--- src/rtl/usb_audio_pkg.sv ---
// Shared types and frame geometry for the USB audio I2S transmitter.
package usb_audio_pkg;

   typedef enum logic [1:0] {IDLE, RUN, DRAIN} i2s_state_t;

   localparam int I2S_SLOT_BITS  = 32;
   localparam int I2S_FRAME_BITS = 64;
   localparam int PCM_W          = 16;

endpackage

--- src/rtl/usb_audio_nco.sv ---
// Fractional phase accumulator; tick is the carry out of acc + INC.
module usb_audio_nco #(
   parameter int               ACC_W = 24,
   parameter logic [ACC_W-1:0] INC   = 24'd1717987
) (
   input  logic clk,
   input  logic rst,
   input  logic clr,
   output logic tick
);

   logic [ACC_W-1:0] acc;
   logic [ACC_W:0]   sum;

   assign sum  = {1'b0, acc} + {1'b0, INC};
   assign tick = ~clr & sum[ACC_W];

   always_ff @(posedge clk or posedge rst) begin
      if (rst) begin
         acc <= '0;
      end else if (clr) begin
         acc <= '0;
      end else begin
         acc <= sum[ACC_W-1:0];
      end
   end

endmodule

--- src/rtl/usb_audio_i2s_tx.sv ---
// I2S serialiser for 16-bit stereo PCM with NCO-derived BCLK/LRCK.
// Optional 256 fs master clock output under `define I2S_TX_MCLK_EN.
module usb_audio_i2s_tx
   import usb_audio_pkg::*;
#(
   parameter int               ACC_W     = 24,
`ifdef I2S_TX_MCLK_EN
   parameter logic [ACC_W-1:0] MCLK_INC  = 24'd6871948,
`endif
   parameter logic [ACC_W-1:0] PHASE_INC = 24'd1717987
) (
   input  logic             clk,
   input  logic             rst,
   input  logic             en,
   input  logic             mute,
   input  logic [PCM_W-1:0] audio_lch,
   input  logic [PCM_W-1:0] audio_rch,
   output logic             i2s_bclk,
   output logic             i2s_lrck,
   output logic             i2s_sdata,
   output logic             frame_start,
`ifdef I2S_TX_MCLK_EN
   output logic             i2s_mclk,
`endif
   output i2s_state_t       state_dbg
);

   localparam int POS_W = $clog2(I2S_FRAME_BITS);

   i2s_state_t                state, state_nxt;
   logic                      tick, fall, wrap, go_idle;
   logic [POS_W-1:0]          pos, pos_nxt;
   logic [I2S_FRAME_BITS-1:0] sr;
   logic [PCM_W-1:0]          l_smp, r_smp;

   usb_audio_nco #(.ACC_W(ACC_W), .INC(PHASE_INC)) u_bclk_nco (
      .clk  (clk),
      .rst  (rst),
      .clr  (state == IDLE),
      .tick (tick)
   );

   assign fall      = tick & i2s_bclk;
   assign wrap      = (pos == POS_W'(I2S_FRAME_BITS - 1));
   assign pos_nxt   = pos + POS_W'(1);
   assign l_smp     = mute ? '0 : audio_lch;
   assign r_smp     = mute ? '0 : audio_rch;
   assign state_dbg = state;

   always_ff @(posedge clk or posedge rst) begin
      if (rst) begin
         state <= IDLE;
      end else begin
         state <= state_nxt;
      end
   end

   // DRAIN ends on the falling edge that would open a new frame, unless en came back.
   always_comb begin
      state_nxt = state;
      go_idle   = 1'b0;
      case (state)
         IDLE:    if (en) state_nxt = RUN;
         RUN:     if (!en) state_nxt = DRAIN;
         DRAIN: begin
            if (en) begin
               state_nxt = RUN;
            end else if (fall && wrap) begin
               state_nxt = IDLE;
               go_idle   = 1'b1;
            end
         end
         default: state_nxt = IDLE;
      endcase
   end

   always_ff @(posedge clk or posedge rst) begin
      if (rst) begin
         i2s_bclk    <= 1'b0;
         i2s_lrck    <= 1'b1;
         i2s_sdata   <= 1'b0;
         frame_start <= 1'b0;
         pos         <= POS_W'(I2S_FRAME_BITS - 1);
         sr          <= '0;
      end else begin
         frame_start <= 1'b0;
         if (state == IDLE || go_idle) begin
            i2s_bclk  <= 1'b0;
            i2s_lrck  <= 1'b1;
            i2s_sdata <= 1'b0;
            pos       <= POS_W'(I2S_FRAME_BITS - 1);
            sr        <= '0;
         end else if (tick) begin
            if (!i2s_bclk) begin
               i2s_bclk <= 1'b1;
            end else begin
               i2s_bclk <= 1'b0;
               pos      <= pos_nxt;
               if (pos_nxt == '0) begin
                  // Each channel is left-justified in its 32-bit slot, low half zero.
                  i2s_lrck    <= 1'b0;
                  i2s_sdata   <= 1'b0;
                  sr          <= {l_smp, {(I2S_SLOT_BITS-PCM_W){1'b0}},
                                  r_smp, {(I2S_SLOT_BITS-PCM_W){1'b0}}};
                  frame_start <= 1'b1;
               end else begin
                  i2s_sdata <= sr[I2S_FRAME_BITS-1];
                  sr        <= {sr[I2S_FRAME_BITS-2:0], 1'b0};
                  i2s_lrck  <= pos_nxt[POS_W-1];
               end
            end
         end
      end
   end

`ifdef I2S_TX_MCLK_EN
   logic mclk_tick;

   // Free-running in every state so the DAC PLL stays locked while idle.
   usb_audio_nco #(.ACC_W(ACC_W), .INC(MCLK_INC)) u_mclk_nco (
      .clk  (clk),
      .rst  (rst),
      .clr  (1'b0),
      .tick (mclk_tick)
   );

   always_ff @(posedge clk or posedge rst) begin
      if (rst) begin
         i2s_mclk <= 1'b0;
      end else if (mclk_tick) begin
         i2s_mclk <= ~i2s_mclk;
      end
   end
`endif

endmodule

--- config.mk ---
export PLATFORM = sky130hd
export DESIGN_NAME = usb_audio_i2s_tx
export DESIGN_NICKNAME = d
export VERILOG_FILES = /design/src/rtl/usb_audio_pkg.sv /design/src/rtl/usb_audio_nco.sv /design/src/rtl/usb_audio_i2s_tx.sv
export SDC_FILE = /design/constraint.sdc
export NUM_CORES = 1
export LEC_CHECK = 0
export BUFFER_PORTS_ARGS = -buffer_cell sky130_fd_sc_hd__clkbuf_2
export CAP_MARGIN = 10
export CORE_AREA = 2 2 108 110
export DETAILED_ROUTE_END_ITERATION = 8
export DIE_AREA = 0 0 110 112
export GPL_TIMING_DRIVEN = 0
export HOLD_SLACK_MARGIN = 0.03
export PLACE_DENSITY = 0.64
export SLEW_MARGIN = 20
export SYNTH_ARGS = -nofsm -noshare
export SYNTH_HDL_FRONTEND = slang
export SYNTH_HIERARCHICAL = 1
export SYNTH_SLANG_ARGS = --single-unit
--- constraint.sdc ---
create_clock -name clk -period 4.7 [get_ports clk]
set_clock_uncertainty 0.05 [all_clocks]
set_input_delay 0.94 -clock clk [delete_from_list [all_inputs] [get_ports clk]]
set_output_delay 0.94 -clock clk [all_outputs]
set_load 0.01 [all_outputs]
==> impl_metrics.toml <==
[routing]
wl_mm = 9.94
viasPerCell = 5.62
wl_per_cell_um = 15.7
first_pass_iters = 4
drtAntennaViolNets = 0
drc = 0
drtIter0Drc = 216
vias = 3553

[power]
power_frac_comb_pct = 21.7
pwr_density_cell_mw_per_mm2 = 381
swShare_pct = 31.4
peakVddDrop_uv = 185
intPower_mw = 1.37
clkPwrFrac_pct = 33.5
power.switching_mw = 0.627
seqPwrFrac_pct = 44.9
p_leak_nw = 2.41

[cts]
root_buffer = "clkbuf_16"
clock_sinks = 84
cts_tree = "built"
cts_buffer_depth = 2
hold_buffers = 0
cts_resized = 0
clk_pin_slew_ns = 0.06
h-tree-depth = 3
cts-buffers-inserted = 9
clkLatencyLatePin_ns = 0.34
postCtsSetupBuffers = 0

[floorplanning]
start_util_pct = 40.8
ioPinCount = 42
die_area_mm2 = 0.0123
die_y_um = 112
core_area_mm2 = 0.0112
rows = 39
die_w_um = 110

[logic_synthesis]
synth_edf_count = 0
synth.distinct_cells = 65
synthCells = 432
ys_ff_latch = 84
yosys_warnings = 6
synth_top_flop_cell = "dfrtp_1"
async_flop_share_pct = 100
ys_seq_area_share_pct = 46.3
synth.avg_cell_area_um2 = 10.5
synth_nets = 470
netlist_area_mm2 = 0.00455

[timing]
rsz0062_at_grt = "false"
fmax_mhz = 334
slew_headroom_pct = 36.8
tns_ns = 0
setup_viol_count_final = 0
post-route-period-util_pct = 63.6
finalMaxSlewViolations = 0
min_period_ns = 2.99
hold_viol_final = 0
worst_slew_pin_slew_ns = 0.947

[final_layout]
nets = 523
diodes = 0
area_growth_pct = 14.9
fin_cells = 632
drive_above_1_share_pct = 26.8

[worst_setup_path]
crit_path_max_fanout = 10
worst_r2r_path_depth = 10
start_kind = "register"
worstSetupPathType = "register to register"
arrival_ns = 3.20
r2r-end = "sr[19]"
slowest_delay_ns = 0.58
cp_cell_sequence = "inv_1 -> ha_1 -> and4b_1 -> o2111ai_1 -> nand3_1 -> and2_1 -> a21oi_1 -> clkbuf_1 -> nand2_1 -> o211ai_2"
r2r_start = "u_bclk_nco/acc[0]"
reg2reg_setup_slack_ns = 1.71
cpMaxStageDelayCell = "a21oi_1"
end_kind = "register"
worstPathRequired_ns = 4.91

[outcome]
outcome = "complete, no violations"

[min_path]
hold_end = "pos[1]"
holdPathStages = 2
hp-start = "pos[1]"
hold_path.class = "register to register"

[global_routing]
antenna_found_initial = 0
grt_pass1_vias = 3581
grt-ovfl-total = 0
grt_first_pass_wirelength_mm = 17.6
track_usage_pct = 18.0
grt_max_degree = 33

[flow_run]
maxCapViolCount = 0

[place]
dpl.hpwl_mm = 6.81
io_buffers = 41
dp.cells = 617
gp_congestion = 0.803
-- through the flow --
| step | total power, mW | instance area, µm² | setup slack, ns | hold slack [ns] | util, % |
|---|---|---|---|---|---|
| after floorplan | 1.22 | 4550 | 2.24 | 0.399 | - |
| after global placement | 1.32 | 4940 | 1.36 | 0.419 | 44.2 |
| after detailed placement | 1.34 | 4960 | 1.69 | 0.420 | 44.4 |
| after CTS | 2.01 | 5230 | 1.67 | 0.429 | 46.8 |
| after global routing | 2.11 | 5230 | 1.47 | 0.452 | 46.8 |
| final | 2.00 | 5230 | 1.71 | 0.428 | 46.8 |
-- worst max-delay path by stage --
stage,from,cells past startpoint,end,slack [ns]
CTS,u_bclk_nco/acc[0],10,sr[48],1.67
global route,u_bclk_nco/acc[0],10,sr[31],1.47
floorplan,rst,1,frame_start,2.24
detailed placement,u_bclk_nco/acc[0],10,sr[48],1.69
finish,u_bclk_nco/acc[0],10,sr[19],1.71
global placement,rst,2,sr[26],1.36
-- layout make-up --
cell class | count | area [µm²]
repair buffers | 42 | 225
clock buffers | 13 | 260
flip-flops and latches | 84 | 2110
inverters | 13 | 51.3
plain buffers | 31 | 175
well taps | 143 | 179
clock inverters | 2 | 10.0
fillers | 1060 | 5940
multi-input cells | 304 | 2220
-- metal layers --
layer,wire (µm),up-vias,GRT usage [%]
met2,4570,61,27.6
met3,323,11,3.16
met4,192,0,7.09
met1,4860,1774,25.3
li1,-,1707,-
met5,0,-,0
-- cells by family after synthesis --
family | synth area share (%)
xor+xnor | 1.54
flops | 46.3
buf+inv | 4.92
fa+ha+maj | 0.549
compound gates | 26.2
simple gates | 17.5
mux | 2.91
-- layout by cell type, fill, tap and decap left out, drive strengths merged, types with 7 or more instances in the layout --
cell    netlist  layout
nor2         32      32
a22o         17      17
clkbuf       15      69
dfrtp        77      77
buf          15      16
o21ai         9       9
dfstp         7       7
mux2          7       7
o211ai       65      65
inv          13      13
nand2        42      42
nor3          9       9
nand3b       31      31
a21oi        13      13
-- Yosys cell counts, types with 2 or more instances --
cell type   n  area share [%]
nor3_2      2            0.44
o2111ai_1   2            0.38
or2_2       4            0.55
nor3_1      7            0.77
buf_4       2            0.33
nand3_1     3            0.33
xor2_1      3            0.58
o211ai_2   29             8.0
inv_1      13             1.1
mux2_2      6             1.5
a31oi_1     3            0.41
buf_6       5             1.2
nand2b_1    3            0.41
o311ai_0    2            0.38
dfrtp_1    77              42
xnor2_1     5            0.96
a21oi_1    12             1.3
clkbuf_1   15             1.2
a22o_1     17             3.3
o41ai_1     2            0.38
nor2b_1     4            0.55
mux2i_1     4            0.88
ha_1        2            0.55
o21ai_0     8            0.88
dfstp_2     7             4.0
a2111oi_2   2            0.66
or3_1       3            0.41
a211oi_1    3            0.49
nor2_1     32             2.6
o21a_1      2            0.33
nand2_1    42             3.5
buf_2       7            0.77
o211ai_1   36             5.9
nand3b_1   31             5.1
o31ai_1     4            0.66
o31a_1      3            0.58
a21boi_0    2            0.33
-- critical path, delay by kind of cell (launching register included) --
family | cells | cell delay [ns]
fa+ha+maj | 1 | 0.23
flops | 1 | 0.42
buf+inv | 2 | 0.51
simple gates | 4 | 0.76
compound gates | 3 | 0.95
-- power groups by stage --
stage,Clock (mW),Sequential (mW),Combinational (mW)
floorplan,0,0.884,0.341
global placement,0,0.902,0.420
detailed placement,0,0.905,0.434
CTS,0.685,0.893,0.436
global route,0.712,0.911,0.487
finish,0.667,0.896,0.432
-- flip-flops by register name (all words and copies together), names as in the netlist --
register        cells
sr                 48
i2s_lrck            1
i2s_bclk            1
u_bclk_nco/acc     24
pos                 6
i2s_sdata           1
state_dbg           2
frame_start         1
Note: power is estimated with default switching activity, not from simulation.
